[src/rtl/alu_pkg.sv]
// Shared types for the iterative execute-stage ALU: op codes, FSM states and
// the shift-amount width helper.
package alu_pkg;

  localparam int ALU_DATA_W = 32;
  localparam int SHAMT_W    = $clog2(ALU_DATA_W);

  typedef enum logic [3:0] {
    OP_AND = 4'b0000,
    OP_OR  = 4'b0001,
    OP_ADD = 4'b0010,
    OP_XOR = 4'b0011,
    OP_SRL = 4'b0101,
    OP_SUB = 4'b0110,
    OP_SRA = 4'b0111,
    OP_BEQ = 4'b1000,
    OP_SLT = 4'b1100,
    OP_SLL = 4'b1101
  } alu_op_e;

  typedef enum logic {
    ST_IDLE  = 1'b0,
    ST_SHIFT = 1'b1
  } alu_state_e;

  function automatic logic is_shift_op(input logic [3:0] op);
    return (op == OP_SRL) || (op == OP_SRA) || (op == OP_SLL);
  endfunction

endpackage

[src/rtl/alu_comb_core.sv]
// Single-cycle ALU datapath: logic, add/sub, signed compare and equality.
// Shift codes and undefined codes produce zero here; the top handles shifts.
module alu_comb_core
  import alu_pkg::*;
#(
  parameter int DATA_W = ALU_DATA_W
) (
  input  logic [3:0]        op,
  input  logic [DATA_W-1:0] a,
  input  logic [DATA_W-1:0] b,
  output logic [DATA_W-1:0] y
);

  always_comb begin
    y = '0;
    case (op)
      OP_AND:  y = a & b;
      OP_OR:   y = a | b;
      OP_XOR:  y = a ^ b;
      OP_ADD:  y = a + b;
      OP_SUB:  y = a - b;
      OP_SLT:  y = {{(DATA_W-1){1'b0}}, ($signed(a) < $signed(b))};
      OP_BEQ:  y = {{(DATA_W-1){1'b0}}, (a == b)};
      default: y = '0;
    endcase
  end

endmodule

[src/rtl/alu_iter_exec.sv]
// Execute-stage ALU with valid/ready on both sides. One-cycle ops finish at the
// accept edge; shifts iterate SHIFT_STEP positions per cycle in the SHIFT state.
module alu_iter_exec
  import alu_pkg::*;
#(
  parameter int DATA_W     = ALU_DATA_W,
  parameter int SHIFT_STEP = 1
) (
  input  logic              clk,
  input  logic              reset,
  input  logic              in_valid,
  output logic              in_ready,
  input  logic [3:0]        in_op,
  input  logic [DATA_W-1:0] in_a,
  input  logic [DATA_W-1:0] in_b,
  output logic              out_valid,
  input  logic              out_ready,
  output logic [DATA_W-1:0] out_result,
  output logic              out_zero
);

  localparam int SH_W  = (DATA_W == ALU_DATA_W) ? SHAMT_W : $clog2(DATA_W);
  // One extra bit so a step of DATA_W positions is representable.
  localparam int CNT_W = SH_W + 1;
  localparam logic [CNT_W-1:0] STEP_C = CNT_W'(SHIFT_STEP);

  alu_state_e        state, state_n;
  logic [DATA_W-1:0] acc, acc_n, acc_sh, res_n, core_y;
  logic [CNT_W-1:0]  rem, rem_n, k;
  logic [3:0]        op_q, op_n;
  logic [SH_W-1:0]   shamt;
  logic              vld_n, accept, step_last, stall;

  alu_comb_core #(.DATA_W(DATA_W)) u_core (
    .op (in_op),
    .a  (in_a),
    .b  (in_b),
    .y  (core_y)
  );

  assign shamt     = in_b[SH_W-1:0];
  assign in_ready  = !reset && (state == ST_IDLE) && (!out_valid || out_ready);
  assign accept    = in_valid && in_ready;
  assign k         = (rem > STEP_C) ? STEP_C : rem;
  assign step_last = (rem <= STEP_C);
  assign stall     = step_last && out_valid && !out_ready;
  assign out_zero  = (out_result == '0);

  always_comb begin
    acc_sh = acc >> k;
    case (op_q)
      OP_SLL:  acc_sh = acc << k;
      OP_SRA:  acc_sh = DATA_W'($signed(acc) >>> k);
      default: acc_sh = acc >> k;
    endcase
  end

  always_comb begin
    state_n = state;
    acc_n   = acc;
    rem_n   = rem;
    op_n    = op_q;
    res_n   = out_result;
    vld_n   = out_valid && !out_ready;
    case (state)
      ST_IDLE: begin
        if (accept) begin
          if (is_shift_op(in_op) && (shamt != '0)) begin
            acc_n   = in_a;
            rem_n   = CNT_W'(shamt);
            op_n    = in_op;
            state_n = ST_SHIFT;
          end else begin
            res_n = is_shift_op(in_op) ? in_a : core_y;
            vld_n = 1'b1;
          end
        end
      end
      ST_SHIFT: begin
        // A completing step waits while an undrained result still occupies the output.
        if (!stall) begin
          acc_n = acc_sh;
          rem_n = rem - k;
          if (step_last) begin
            res_n   = acc_sh;
            vld_n   = 1'b1;
            state_n = ST_IDLE;
          end
        end
      end
      default: state_n = ST_IDLE;
    endcase
  end

  always_ff @(posedge clk) begin
    if (reset) begin
      state      <= ST_IDLE;
      acc        <= '0;
      rem        <= '0;
      op_q       <= '0;
      out_result <= '0;
      out_valid  <= 1'b0;
    end else begin
      state      <= state_n;
      acc        <= acc_n;
      rem        <= rem_n;
      op_q       <= op_n;
      out_result <= res_n;
      out_valid  <= vld_n;
    end
  end

endmodule

[config.mk]
export PLATFORM = sky130hd
export DESIGN_NAME = alu_iter_exec
export DESIGN_NICKNAME = d
export VERILOG_FILES = /design/src/rtl/alu_pkg.sv /design/src/rtl/alu_comb_core.sv /design/src/rtl/alu_iter_exec.sv
export SDC_FILE = /design/constraint.sdc
export NUM_CORES = 1
export LEC_CHECK = 0
export ABC_AREA = 1
export BUFFER_PORTS_ARGS = -buffer_cell sky130_fd_sc_hd__buf_2
export CAP_MARGIN = 20
export CORE_MARGIN = 2
export CORE_UTILIZATION = 68
export CTS_BUF_LIST = sky130_fd_sc_hd__clkbuf_8
export CTS_CLUSTER_SIZE = 28
export DETAILED_ROUTE_END_ITERATION = 16
export PLACE_DENSITY = 0.9
export SLEW_MARGIN = 15
export SYNTH_ARGS = -nofsm -noshare
export SYNTH_HDL_FRONTEND = slang
export SYNTH_SLANG_ARGS = --single-unit
export TNS_END_PERCENT = 50
[constraint.sdc]
create_clock -name clk -period 4.3 [get_ports clk]
set_input_delay 0.86 -clock clk [delete_from_list [all_inputs] [get_ports clk]]
set_output_delay 0.86 -clock clk [all_outputs]
set_load 0.01 [all_outputs]
== Word-level counts from Yosys, hierarchy flattened ==
Cells that the tools add are included.

* Register bits after elaboration: 76
* Bits of input ports: 72
* Word-level logic and storage cells: 82

* Add/sub/neg operators: 3
* Order comparisons: 3
* Equality and inequality tests: 17
* Shifts and indexed selects: 3
* Muxes and demuxes: 27
* Bitwise gates (word level): 4
* Reduce and logical (&&, ||, !) cells: 19

{| class="wikitable"
|+ Operators by type and width
! operator !! number
|-
| $mux 32 || 8
|-
| $pmux 32 s7 || 1
|-
| $pmux 32 s2 || 3
|-
| $add 32x32->32 || 1
|-
| $and 32x32->32 || 1
|-
| $eq 32x32->1 || 1
|-
| $logic_not 32->1 || 1
|-
| $lt 32x32->1 || 1
|-
| $or 32x32->32 || 1
|-
| $shl 32x6->32 || 1
|-
| $shr 32x6->32 || 1
|-
| $sshr 32x6->32 || 1
|-
| $sub 32x32->32 || 1
|-
| $xor 32x32->32 || 1
|-
| $mux 6 || 4
|-
| $eq 4x3->1 const B || 4
|-
| $eq 4x4->1 const B || 4
|-
| $pmux 6 s2 || 1
|-
| $eq 4x2->1 const B || 2
|-
| $mux 1 || 8
|-
| $logic_and 1x1->1 || 7
|-
| $gt 6x1->1 const B || 1
|-
| $le 6x1->1 const B || 1
|-
| $ne 2x2->1 const B || 3
|-
| other kinds (11) || 18
|}

== Longest topological paths before layout ==
Gate-level depths: netlist (run 1).

* Word-level depth: 7
* Mapped depth: 19
* Gate-level depth less buffers: 18

== Hierarchy ==
Synthesis (run 1) repeated with hierarchy kept, for this count alone.

* Cells, all modules: 2,099
* Area, all modules: 11,243.3 um^2

{| class="wikitable"
|+ Modules (own cells, without submodules)
! module !! times used !! cells each !! area each (um^2)
|-
| alu_comb_core || 1 || 1,284 || 6,311.1
|-
| alu_iter_exec || 1 || 815 || 4,932.2
|}

== Least setup slack after synthesis (run 1) ==
No wires, ideal clock.

* Kind: input port to flip-flop
* Start: input in_a[0]
* End: register out_result[0]
* Library setup time: 0.120 ns
* Arrival time: 2.386 ns
* Data required time: 4.180 ns
* Setup slack: 1.794 ns
* Cell stages on the path: 17
* Cell sequence: inv_1 -> ha_1 -> fa_1 -> inv_1 -> nand2_1 -> nand3_1 -> nand2_1 -> nand2_1 -> nand2_1 -> nand2_1 -> nand2_1 -> nand2_1 -> nand2_1 -> nand3_1 -> nand2_1 -> nand2_1 -> a21oi_1

* Longest elaborated chain between the ends: 6
* Elaborated cells between the ends (all ways): 12
* Those cells by class: add/sub: 2; order compare: 1; eq/ne: 1; mux: 5; bitwise: 3

{| class="wikitable"
|+ Ends and longest elaborated chain
! what !! line !! text
|-
| from (decl) || alu_iter_exec.sv:14 || <nowiki>input logic [DATA_W-1:0] in_a,</nowiki>
|-
| $sub 32x32->32 (tied with other cells) || alu_comb_core.sv:21 || <nowiki>OP_SUB: y = a - b;</nowiki>
|-
| $pmux 32 s7 || alu_comb_core.sv:16 || <nowiki>case (op)</nowiki>
|-
| $mux 32 (*) || alu_iter_exec.sv:74 || <nowiki>res_n = is_shift_op(in_op) ? in_a : core_y;</nowiki>
|-
| $mux 32 (*) || alu_iter_exec.sv:68 || <nowiki>if (is_shift_op(in_op) && (shamt != '0)) begin</nowiki>
|-
| $mux 32 (*) || alu_iter_exec.sv:67 || <nowiki>if (accept) begin</nowiki>
|-
| $pmux 32 s2 (*) || alu_iter_exec.sv:65 || <nowiki>case (state)</nowiki>
|-
| to (signal assigned) || alu_iter_exec.sv:108 || <nowiki>out_result <= res_n;</nowiki>
|-
| to (decl) || alu_iter_exec.sv:18 || <nowiki>output logic [DATA_W-1:0] out_result,</nowiki>
|}

Mark *: on every way between the ends. The rest lies on a longest branch, timed or not. The select of a mux whose other input is x is not followed.
A chain may end at the register's enable or synchronous reset.

== Worst setup path in the final report (run 1) ==
* Start: input in_op[3]
* End: register acc[26]

* Longest elaborated chain between the ends: 6
* Elaborated cells between the ends (all ways): 8
* Those cells by class: eq/ne: 4; reduce/logical: 4

{| class="wikitable"
|+ Ends and longest elaborated chain
! what !! line !! text
|-
| from (decl) || alu_iter_exec.sv:13 || <nowiki>input logic [3:0] in_op,</nowiki>
|-
| $eq 4x3->1 || alu_pkg.sv:27 || <nowiki>return (op == OP_SRL) || (op == OP_SRA) || (op == OP_SLL);</nowiki>
|-
| $logic_or 1x1->1 || alu_pkg.sv:27 ||
|-
| $logic_or 1x1->1 (*) || alu_pkg.sv:27 ||
|-
| $logic_and 1x1->1 (*) || alu_iter_exec.sv:68 ||
|-
| $ne 2x1->1 (no line) (*) || - ||
|-
| $reduce_and 3->1 (no line) (*) || - ||
|-
| to (signal assigned) || alu_iter_exec.sv:105 || <nowiki>acc <= acc_n;</nowiki>
|-
| to (decl) || alu_iter_exec.sv:28 || <nowiki>logic [DATA_W-1:0] acc, acc_n, acc_sh, res_n, core_y;</nowiki>
|}

Mark *: on every way between the ends. The rest lies on a longest branch, timed or not.

==> flow_summary_export.csv, run 1 <==
group,metric,value,unit
floorplan,die_x,130,um
clocking,numCtsBuffers,9,
synth,syn_avg_cell_area,5.58,sq um
clocking,postCtsSetupBuffers,0,
pwr,leakage,6.11,nW
clocking,clockBufferDepth,2,
grt,grt_start_max_net_pins,76,
clocking,cts_root_buf,"clkbuf_8",
setup_path,rr_endpoint,"acc[26]",
final_layout,layout_commonest_cell,"nand2_1",
timing,fmax,0.304,GHz
timing,drv_slew,0,
setup_path,cp.required,4.53,ns
setup_path,endpoint,"acc[26]",
worst_hold_path,worstHoldStart,"op_q[2]",
synth,yosysSeqAreaShare,14.2,%
floorplan,dieHeight,130,um
floorplan,initial_utilization,70.0,%
drt,ant_nets,0,
setup_path,r2r-start,"state",
timing,rsz0062_at_grt,"false",
timing,worst_slew_pin_slew,0.885,ns
timing,post-route-min-period,3.29,ns
final_layout,final_layout_size_suffix_gt1_share,8.45,%
final_layout,fin_nets,2134,
floorplan,dieArea,16800,sq um
synth,ys.flop_type,"dfxtp_1",
setup_path,crit_start,"in_op[3]",
clocking,htree_levels,3,
final_layout,final.fill_count,1400,
final_layout,layout_common_cells,"nand2_1 (528), inv_1 (355), nand3_1 (161), nor2_1 (139), a21oi_1 (133)",
drt,first_pass_iters,8,
worst_hold_path,hold_path.class,"flop to flop",
synth,netlist_instances,1920,
synth,ys_seq_elements,76,
placed_design,port_buffers,106,
grt,overflow,0,
pwr,ir_drop,0.225,mV
synth,synth_nets,2094,
timing,clock_skew,0.00615,ns
grt,antenna_found_initial,0,
setup_path,ff2ff_setup_slack,1.54,ns
drt,vias,13300,
final_layout,antenna_cells,0,
synth,syn_area,10700,sq um
final_layout,syn_to_final_growth,5.52,%
setup_path,critPathMaxFanout,49,
synth,ys_types,47,
synth,ys_warn_count,0,
setup_path,crit_type,"input port to flop",
synth,async_flop_share,0,%
setup_path,start_kind,"input port",
timing,finalSetupTns,0,ns
flow_run,drv_cap,0,
drt,totalWireLength,38600,um
clocking,cts_hold_buf,0,
timing,hold_violations,0,
setup_path,rr_worst_depth,8,
grt,grt_usage,45.2,%
floorplan,io-pin-count,107,
pwr,powerDensity,213,nW/um^2
timing,worst_hold_slack,0.483,ns
final_layout,multiInputGateArea,7400,sq um
placed_design,hpwl,29600,um
synth,synth_edf_count,0,
clocking,path_clk_slew,0.08,ns
grt,grt_pass1_vias,11700,
clocking,clock_sinks,76,
drt,wl_per_cell,17.7,um
clocking,clk-insertion-delay-late,0.37,ns
drt,via_per_inst,6.12,
clocking,cts_tree,"done",
final_layout,seqCellArea,1520,sq um
drt,drc_errors,0,
timing,relSlewSlack,40.9,%
status,outcome,"complete, no violations",
floorplan,rows,45,
timing,setup_viol,0,
grt,grt_pass1_wl,59500,um
placed_design,place.gp.congestion,1.06,
drt,dr.first_iter.drc_count,1754,
floorplan,core_area,15300,sq um
clocking,cts_resized,0,
setup_path,crit_arrival,3.52,ns
timing,min_period_over_period,76.6,%
setup_path,end_kind,"flop",
[final cells by class]
type                       instances  share of cell area [%]
clock buffer                      10                    1.22
clock inverter                     6                   0.221
inverter                         363                    12.0
multi-input combinational       1394                    65.4
sequential                        76                    13.4
tap                              211                    2.33
timing repair buffer             116                    5.35
[metal layers]
metal	global-route usage [%]	part of all wire [%]	wire, um
met3	9.74	13	4940
met4	29.8	8.4	3240
met5	0	0	0
met1	56.6	37	14300
met2	70.1	42	16100
[power by group]
group	leakage, nW	switching, mW	internal (mW)
Clock	0.101	0.267	0.215
Combinational	5.39	0.807	0.339
Sequential	0.621	0.0372	0.747
[synthesized netlist by cell type, types with 18 or more instances]
cell type	number	area, sq um
buf_2	41	205
nand4_1	18	113
o22ai_1	31	194
inv_1	351	1320
nor2_1	139	522
dfxtp_1	76	1520
a21oi_1	133	666
o21ai_0	105	526
a31oi_1	50	313
nand3_1	162	811
clkbuf_1	29	109
ha_1	100	1250
nand2_1	528	1980
[critical path: stages]
cell and delay (ns):
buf_2 0.14, nand2_1 0.08, nand3_2 0.35, inv_2 0.23, nand2_1 0.18, nor2_4 0.08, a21oi_4 0.61, inv_2 0.52
o21ai_0 0.37, a31oi_1 0.07
[metrics by stage]
| stage | power (mW) | instance area [sq um] | setup slack (ns) | utilization (%) | instances |
|---|---|---|---|---|---|
| 2_1_floorplan | 1.56 | 10700 | 1.79 | - | 1920 |
| 3_3_place_gp | 1.87 | 11100 | 0.900 | 72.8 | 2160 |
| 3_5_place_dp | 1.89 | 11100 | 0.727 | 72.8 | 2160 |
| 4_1_cts | 2.35 | 11300 | 1.11 | 73.9 | 2176 |
| 5_1_grt | 2.54 | 11300 | 0.835 | 73.9 | 2176 |
| 6_report | 2.41 | 11300 | 1.01 | 73.9 | 2176 |
[worst min path at each step]
stage | end | slack, ns | cells after the start
global placement | rem[5] | 0.45 | 2
finish | op_q[2] | 0.48 | 2
floorplan | rem[5] | 0.44 | 2
CTS | op_q[2] | 0.48 | 2
detailed placement | op_q[2] | 0.46 | 2
global route | acc[14] | 0.51 | 2
[state kept, by name (all words and copies together) (netlist names)]
name	flops
acc	32
state	1
out_valid	1
rem	6
out_result	32
op_q	4
[cell families (layout without fill, tap and decap cells)]
group	after synthesis	after routing	share of synthesized area [%]
and+or+nand+nor	907	907	35.6
buffers and inverters	450	495	16.9
AOI/OAI and AO/OA	385	385	21.2
adders and majority gates	102	102	12.0
DFF	76	76	14.2
(Power assumes the default switching activity.)
==> run 2, diff against run 1 <==
- CORE_UTILIZATION: 68 -> 57
- PLACE_DENSITY: 0.9 -> 0.8
- clock period: 4.3 -> 2.8 ns (I/O delays scaled with it)
==> run 2 against run 1 <==
Effect of this change:
- sequential share of layout area down 1.0 points
- cell count up 5.9%
- sequential power up 53%
- register-to-register slack worse by 0.87 ns
- first-iteration DRC count down 30%
- largest cell class unchanged
- highest routed layer unchanged
==> flow_summary_export.csv, run 2 (synthesized netlist as in run 1, its figures left out) <==
group,metric,value,unit
timing,post-route-min-period,2.51,ns
drt,dr.first_iter.drc_count,1235,
pwr,leakage,6.66,nW
clocking,path_clk_slew,0.09,ns
grt,grt_start_max_net_pins,96,
placed_design,dp_slack,0.0142,ns
timing,drv_slew,0,
grt,antenna_found_initial,0,
worst_hold_path,min_path_cells,2,
final_layout,syn_to_final_growth,14.3,%
drt,first_pass_iters,7,
drt,totalWireLength,41300,um
setup_path,cp.required,3.09,ns
worst_hold_path,hold_path.class,"flop to flop",
clocking,clock_sinks,76,
final_layout,antenna_cells,0,
final_layout,layout_common_cells,"nand2_1 (528), inv_1 (352), nand3_1 (161), nor2_1 (139), a21oi_1 (133)",
timing,relSlewSlack,49.4,%
floorplan,core_area,18600,sq um
floorplan,io-pin-count,107,
setup_path,crit_type,"input port to flop",
final_layout,fin_cells,2304,
grt,overflow,0,
final_layout,layout_commonest_cell,"nand2_1",
placed_design,place_inst,2288,
clocking,clockBufferDepth,2,
setup_path,start_kind,"input port",
status,outcome,"complete, no violations",
flow_run,drv_cap,0,
clocking,cts_tree,"done",
floorplan,dieArea,19900,sq um
timing,hold_violations,0,
timing,clock_skew,0.0121,ns
grt,grt_pass1_wl,64600,um
timing,min_period_over_period,89.6,%
setup_path,end_kind,"flop",
timing,finalSetupTns,0,ns
floorplan,rows,50,
clocking,clk-insertion-delay-late,0.37,ns
setup_path,ff2ff_setup_slack,0.67,ns
timing,rsz0062_at_grt,"false",
pwr,ir_drop,0.352,mV
clocking,cts_resized,0,
drt,via_per_inst,5.78,
drt,ant_nets,0,
timing,postLayoutSetupSlackWorst,0.291,ns
pwr,powerDensity,337,nW/um^2
timing,worst_slew_pin_slew,0.759,ns
drt,drc_errors,0,
clocking,postCtsSetupBuffers,0,
timing,worst_hold_slack,0.467,ns
placed_design,hpwl,33400,um
final_layout,top_regs,"acc (32), out_result (32), rem (6)",
placed_design,port_buffers,106,
timing,fmax,0.399,GHz
grt,grt_usage,41.0,%
clocking,numCtsBuffers,9,
setup_path,critPathMaxFanout,4,
floorplan,die_x,141,um
clocking,htree_levels,3,
clocking,cts_root_buf,"clkbuf_8",
drt,wl_per_cell,17.9,um
final_layout,final_layout_size_suffix_gt1_share,13.2,%
timing,setup_viol,0,
floorplan,initial_utilization,57.7,%
setup_path,crit_arrival,2.80,ns
final_layout,fin_nets,2239,
setup_path,rr_worst_depth,9,
drt,vias,13300,
placed_design,place.gp.congestion,1.06,
grt,grt_pass1_vias,12300,
floorplan,dieHeight,141,um
clocking,cts_hold_buf,0,
## run 2: cell count changes in the layout (fill, tap and decap cells not counted), sizes merged
cell	before	now
clkinv	3	1
clkinvlp	0	2
bufinv	0	2
buf	116	221
inv	366	364
## run 2: critical path: stages
cell,delay [ns]
buf_2,0.15
ha_1,0.31
fa_1,0.50
nand3_1,0.12
nand3_1,0.09
nand2_1,0.08
nand3b_1,0.18
o21ai_0,0.25
buf_4,0.15
nand2_1,0.04
nand3b_1,0.13
nand2_1,0.08
a31oi_1,0.16
## run 2: cell type report
type                       instances  area (sq um)
clock buffer                      10           138
clock inverter                     6          87.6
fill                            1872          6330
inverter                         363          1360
multi-input combinational       1394          7400
sequential                        76          1520
tap                              234           293
timing repair buffer             221          1460
## run 2: stage by stage
step	util, %	cell area, sq um	total power [mW]
3_5_place_dp	64.7	12000	3.13
3_3_place_gp	64.7	12000	3.10
5_1_grt	66.0	12300	4.37
2_1_floorplan	-	10700	2.40
6_report	66.0	12300	4.13
4_1_cts	66.0	12300	4.07
## run 2: final timing paths
path                                 from       endpoint
worst max register to register  out_valid        acc[13]
worst min-delay path               rem[5]         rem[5]
worst min register to register     rem[5]         rem[5]
worst max-delay path              in_b[0]  out_result[8]
## run 2: power by group
part,switching [mW],internal (mW),total (mW),leakage (nW)
combinational,1.29,0.672,1.96,5.92
sequential,0.0575,1.15,1.20,0.621
clock,0.437,0.526,0.963,0.110
total,1.78,2.34,4.13,6.66
## run 2: routing by layer
layer | GRT usage (%) | vias to the layer above | wire [um]
met3 | 5.23 | 161 | 3130
li1 | - | 6504 | -
met2 | 66.2 | 682 | 18300
met5 | 0 | - | 0
met1 | 50.5 | 5973 | 16500
met4 | 28.7 | 0 | 3430
==> run 3, diff against run 2 <==
- CORE_UTILIZATION: 57 -> 62
- CTS_BUF_LIST: sky130_fd_sc_hd__clkbuf_8 -> not set
- PLACE_DENSITY: 0.8 -> 0.83
- clock period: 2.8 -> 2.4 ns (I/O delays scaled with it)
==> run 3 against run 2 <==
Effect of this change:
- sequential share of layout area down 0.98 points
- largest cell class unchanged
- combinational power is 29% higher
- register-to-register slack worse by 0.25 ns
- critical path type is now flop to output pin
- clock skew barely moved
- cell area rose by 8.6%
==> flow_summary_export.csv, run 3 (synthesized netlist as in run 1, its figures left out) <==
group,metric,value,unit
status,outcome,"complete, no violations",
placed_design,port_buffers,106,
clocking,clock_sinks,76,
clocking,cts_root_buf,"clkbuf_16",
clocking,path_clk_slew,0.06,ns
timing,worst_slew_pin_slew,0.483,ns
drt,drc_errors,0,
worst_hold_path,hold_path.class,"input port to flop",
timing,relSlewSlack,67.5,%
setup_path,crit_arrival,1.91,ns
setup_path,cp.required,1.92,ns
timing,setup_viol,0,
clocking,clk-insertion-delay-late,0.35,ns
floorplan,core_area,17100,sq um
floorplan,io-pin-count,107,
pwr,seqPwrFrac,25.8,%
floorplan,die_x,135,um
clocking,numCtsBuffers,9,
setup_path,cpPeakStageDelay,0.47,ns
final_layout,syn_to_final_growth,24.1,%
worst_hold_path,worstHoldEndpoint,"out_valid",
placed_design,hpwl,33700,um
grt,grt_pass1_wl,66300,um
drt,vias,14300,
final_layout,final_util,77.8,%
pwr,netSwitchingPower,2.24,mW
grt,grt_usage,46.1,%
worst_hold_path,min_path_cells,4,
drt,wl_per_cell,17.7,um
setup_path,crit_type,"flop to output pin",
pwr,p_total,5.46,mW
timing,hold_violations,0,
setup_path,r2r-start,"rem[2]",
pwr,switching_share,41.1,%
grt,overflow,0,
setup_path,cp_cell_sequence,"nor4_1 > nand4_1 > nor2_1 > buf_2",
setup_path,end_kind,"output pin",
clocking,cts_hold_buf,0,
timing,drv_slew,0,
setup_path,critPathMaxFanout,3,
clocking,clockBufferDepth,2,
pwr,p_int,3.22,mW
setup_path,slowest_stage,"nor4_1",
floorplan,dieHeight,135,um
timing,fmax,0.419,GHz
final_layout,fin_nets,2362,
pwr,powerDensity,410,nW/um^2
timing,min_period_over_period,99.5,%
timing,rsz0062_at_grt,"false",
clocking,cts_tree,"done",
pwr,leakage,7.30,nW
floorplan,rows,48,
grt,grt_pass1_vias,13200,
drt,ant_nets,0,
final_layout,antenna_cells,0,
timing,clock_skew,0.0120,ns
grt,antenna_found_initial,1,
setup_path,rr_endpoint,"out_result[23]",
worst_hold_path,worstHoldStart,"out_ready",
final_layout,layout_commonest_cell,"nand2_1",
final_layout,layout_common_cells,"nand2_1 (525), inv_1 (350), buf_4 (232), nand3_1 (160), nor2_1 (136)",
drt,dr.first_iter.drc_count,1614,
drt,totalWireLength,42800,um
setup_path,start_kind,"flop",
drt,via_per_inst,5.93,
timing,post-route-min-period,2.39,ns
setup_path,ff2ff_setup_slack,0.42,ns
clocking,cts_resized,0,
floorplan,initial_utilization,62.6,%
clocking,htree_levels,3,
grt,grt_start_max_net_pins,60,
final_layout,top_regs,"acc (32), out_result (32), rem (6)",
pwr,combPwrFrac,46.3,%
drt,first_pass_iters,7,
flow_run,drv_cap,0,
setup_path,rr_worst_depth,11,
pwr,ir_drop,0.436,mV
floorplan,dieArea,18400,sq um
placed_design,place.gp.congestion,1.05,
final_layout,final_layout_size_suffix_gt1_share,18.7,%
clocking,postCtsSetupBuffers,0,
pwr,p_clk_share,27.9,%
run 3: cell types whose count changed in the layout (fill, tap and decap cells not counted), moves of 2 or more:
cell,delta
buf_4,+122
clkbuf_16,+9
clkbuf_8,-10
clkinv_4,+2
ha_1,-2
ha_2,+2
inv_1,-2
nand2_1,-3
nand2_2,+3
nor2_1,-3
nor2_2,+3
run 3: per-stage QoR:
step	cells	hold slack, ns	setup slack (ns)	TNS [ns]	cell area (sq um)
after detailed placement	2402	0.459	-0.272	-2.93	13000
after global routing	2418	0.484	0.00854	0	13300
final	2418	0.455	0.0118	0	13300
after floorplan	1920	0.438	0.274	0	10700
after global placement	2402	0.451	-0.226	-1.86	13000
after CTS	2418	0.449	0.0617	0	13300
run 3: worst max-delay path, delay by kind of cell (launching register included):
| family | cells | cell delay (ns) |
|---|---|---|
| flops | 1 | 0.35 |
| simple gates | 3 | 1.06 |
| buf+inv | 1 | 0.16 |
run 3: routing by layer:
metal	GRT usage (%)	routed length (um)
met1	53.1	15600
met2	73.9	18400
met4	38.3	4270
met5	0	13
met3	9.20	4470
run 3: worst max path at each step:
stage	startpoint	to	slack, ns	cells past startpoint
2_1_floorplan	in_a[0]	out_result[0]	0.27	17
3_3_place_gp	in_a[0]	out_result[8]	-0.23	13
5_1_grt	in_a[0]	out_result[8]	0.009	16
4_1_cts	in_a[7]	out_result[8]	0.06	16
6_report	out_result[13]	out_zero	0.01	4
3_5_place_dp	in_a[0]	out_result[8]	-0.27	13
run 3: final cells by class:
type	instances	area, sq um
Multi-Input combinational cell	1394	7430
Fill cell	1424	3810
Timing Repair Buffer	344	2390
Sequential cell	76	1520
Inverter	363	1360
Tap cell	225	282
Clock buffer	9	225
Clock inverter	7	98.8
run 3: power by group through the flow:
stage | combinational (mW) | clock, mW | sequential, mW
2_1_floorplan | 1.37 | 0 | 1.43
3_3_place_gp | 2.37 | 0 | 1.43
3_5_place_dp | 2.41 | 0 | 1.43
4_1_cts | 2.43 | 1.51 | 1.40
5_1_grt | 2.74 | 1.57 | 1.41
6_report | 2.53 | 1.52 | 1.41
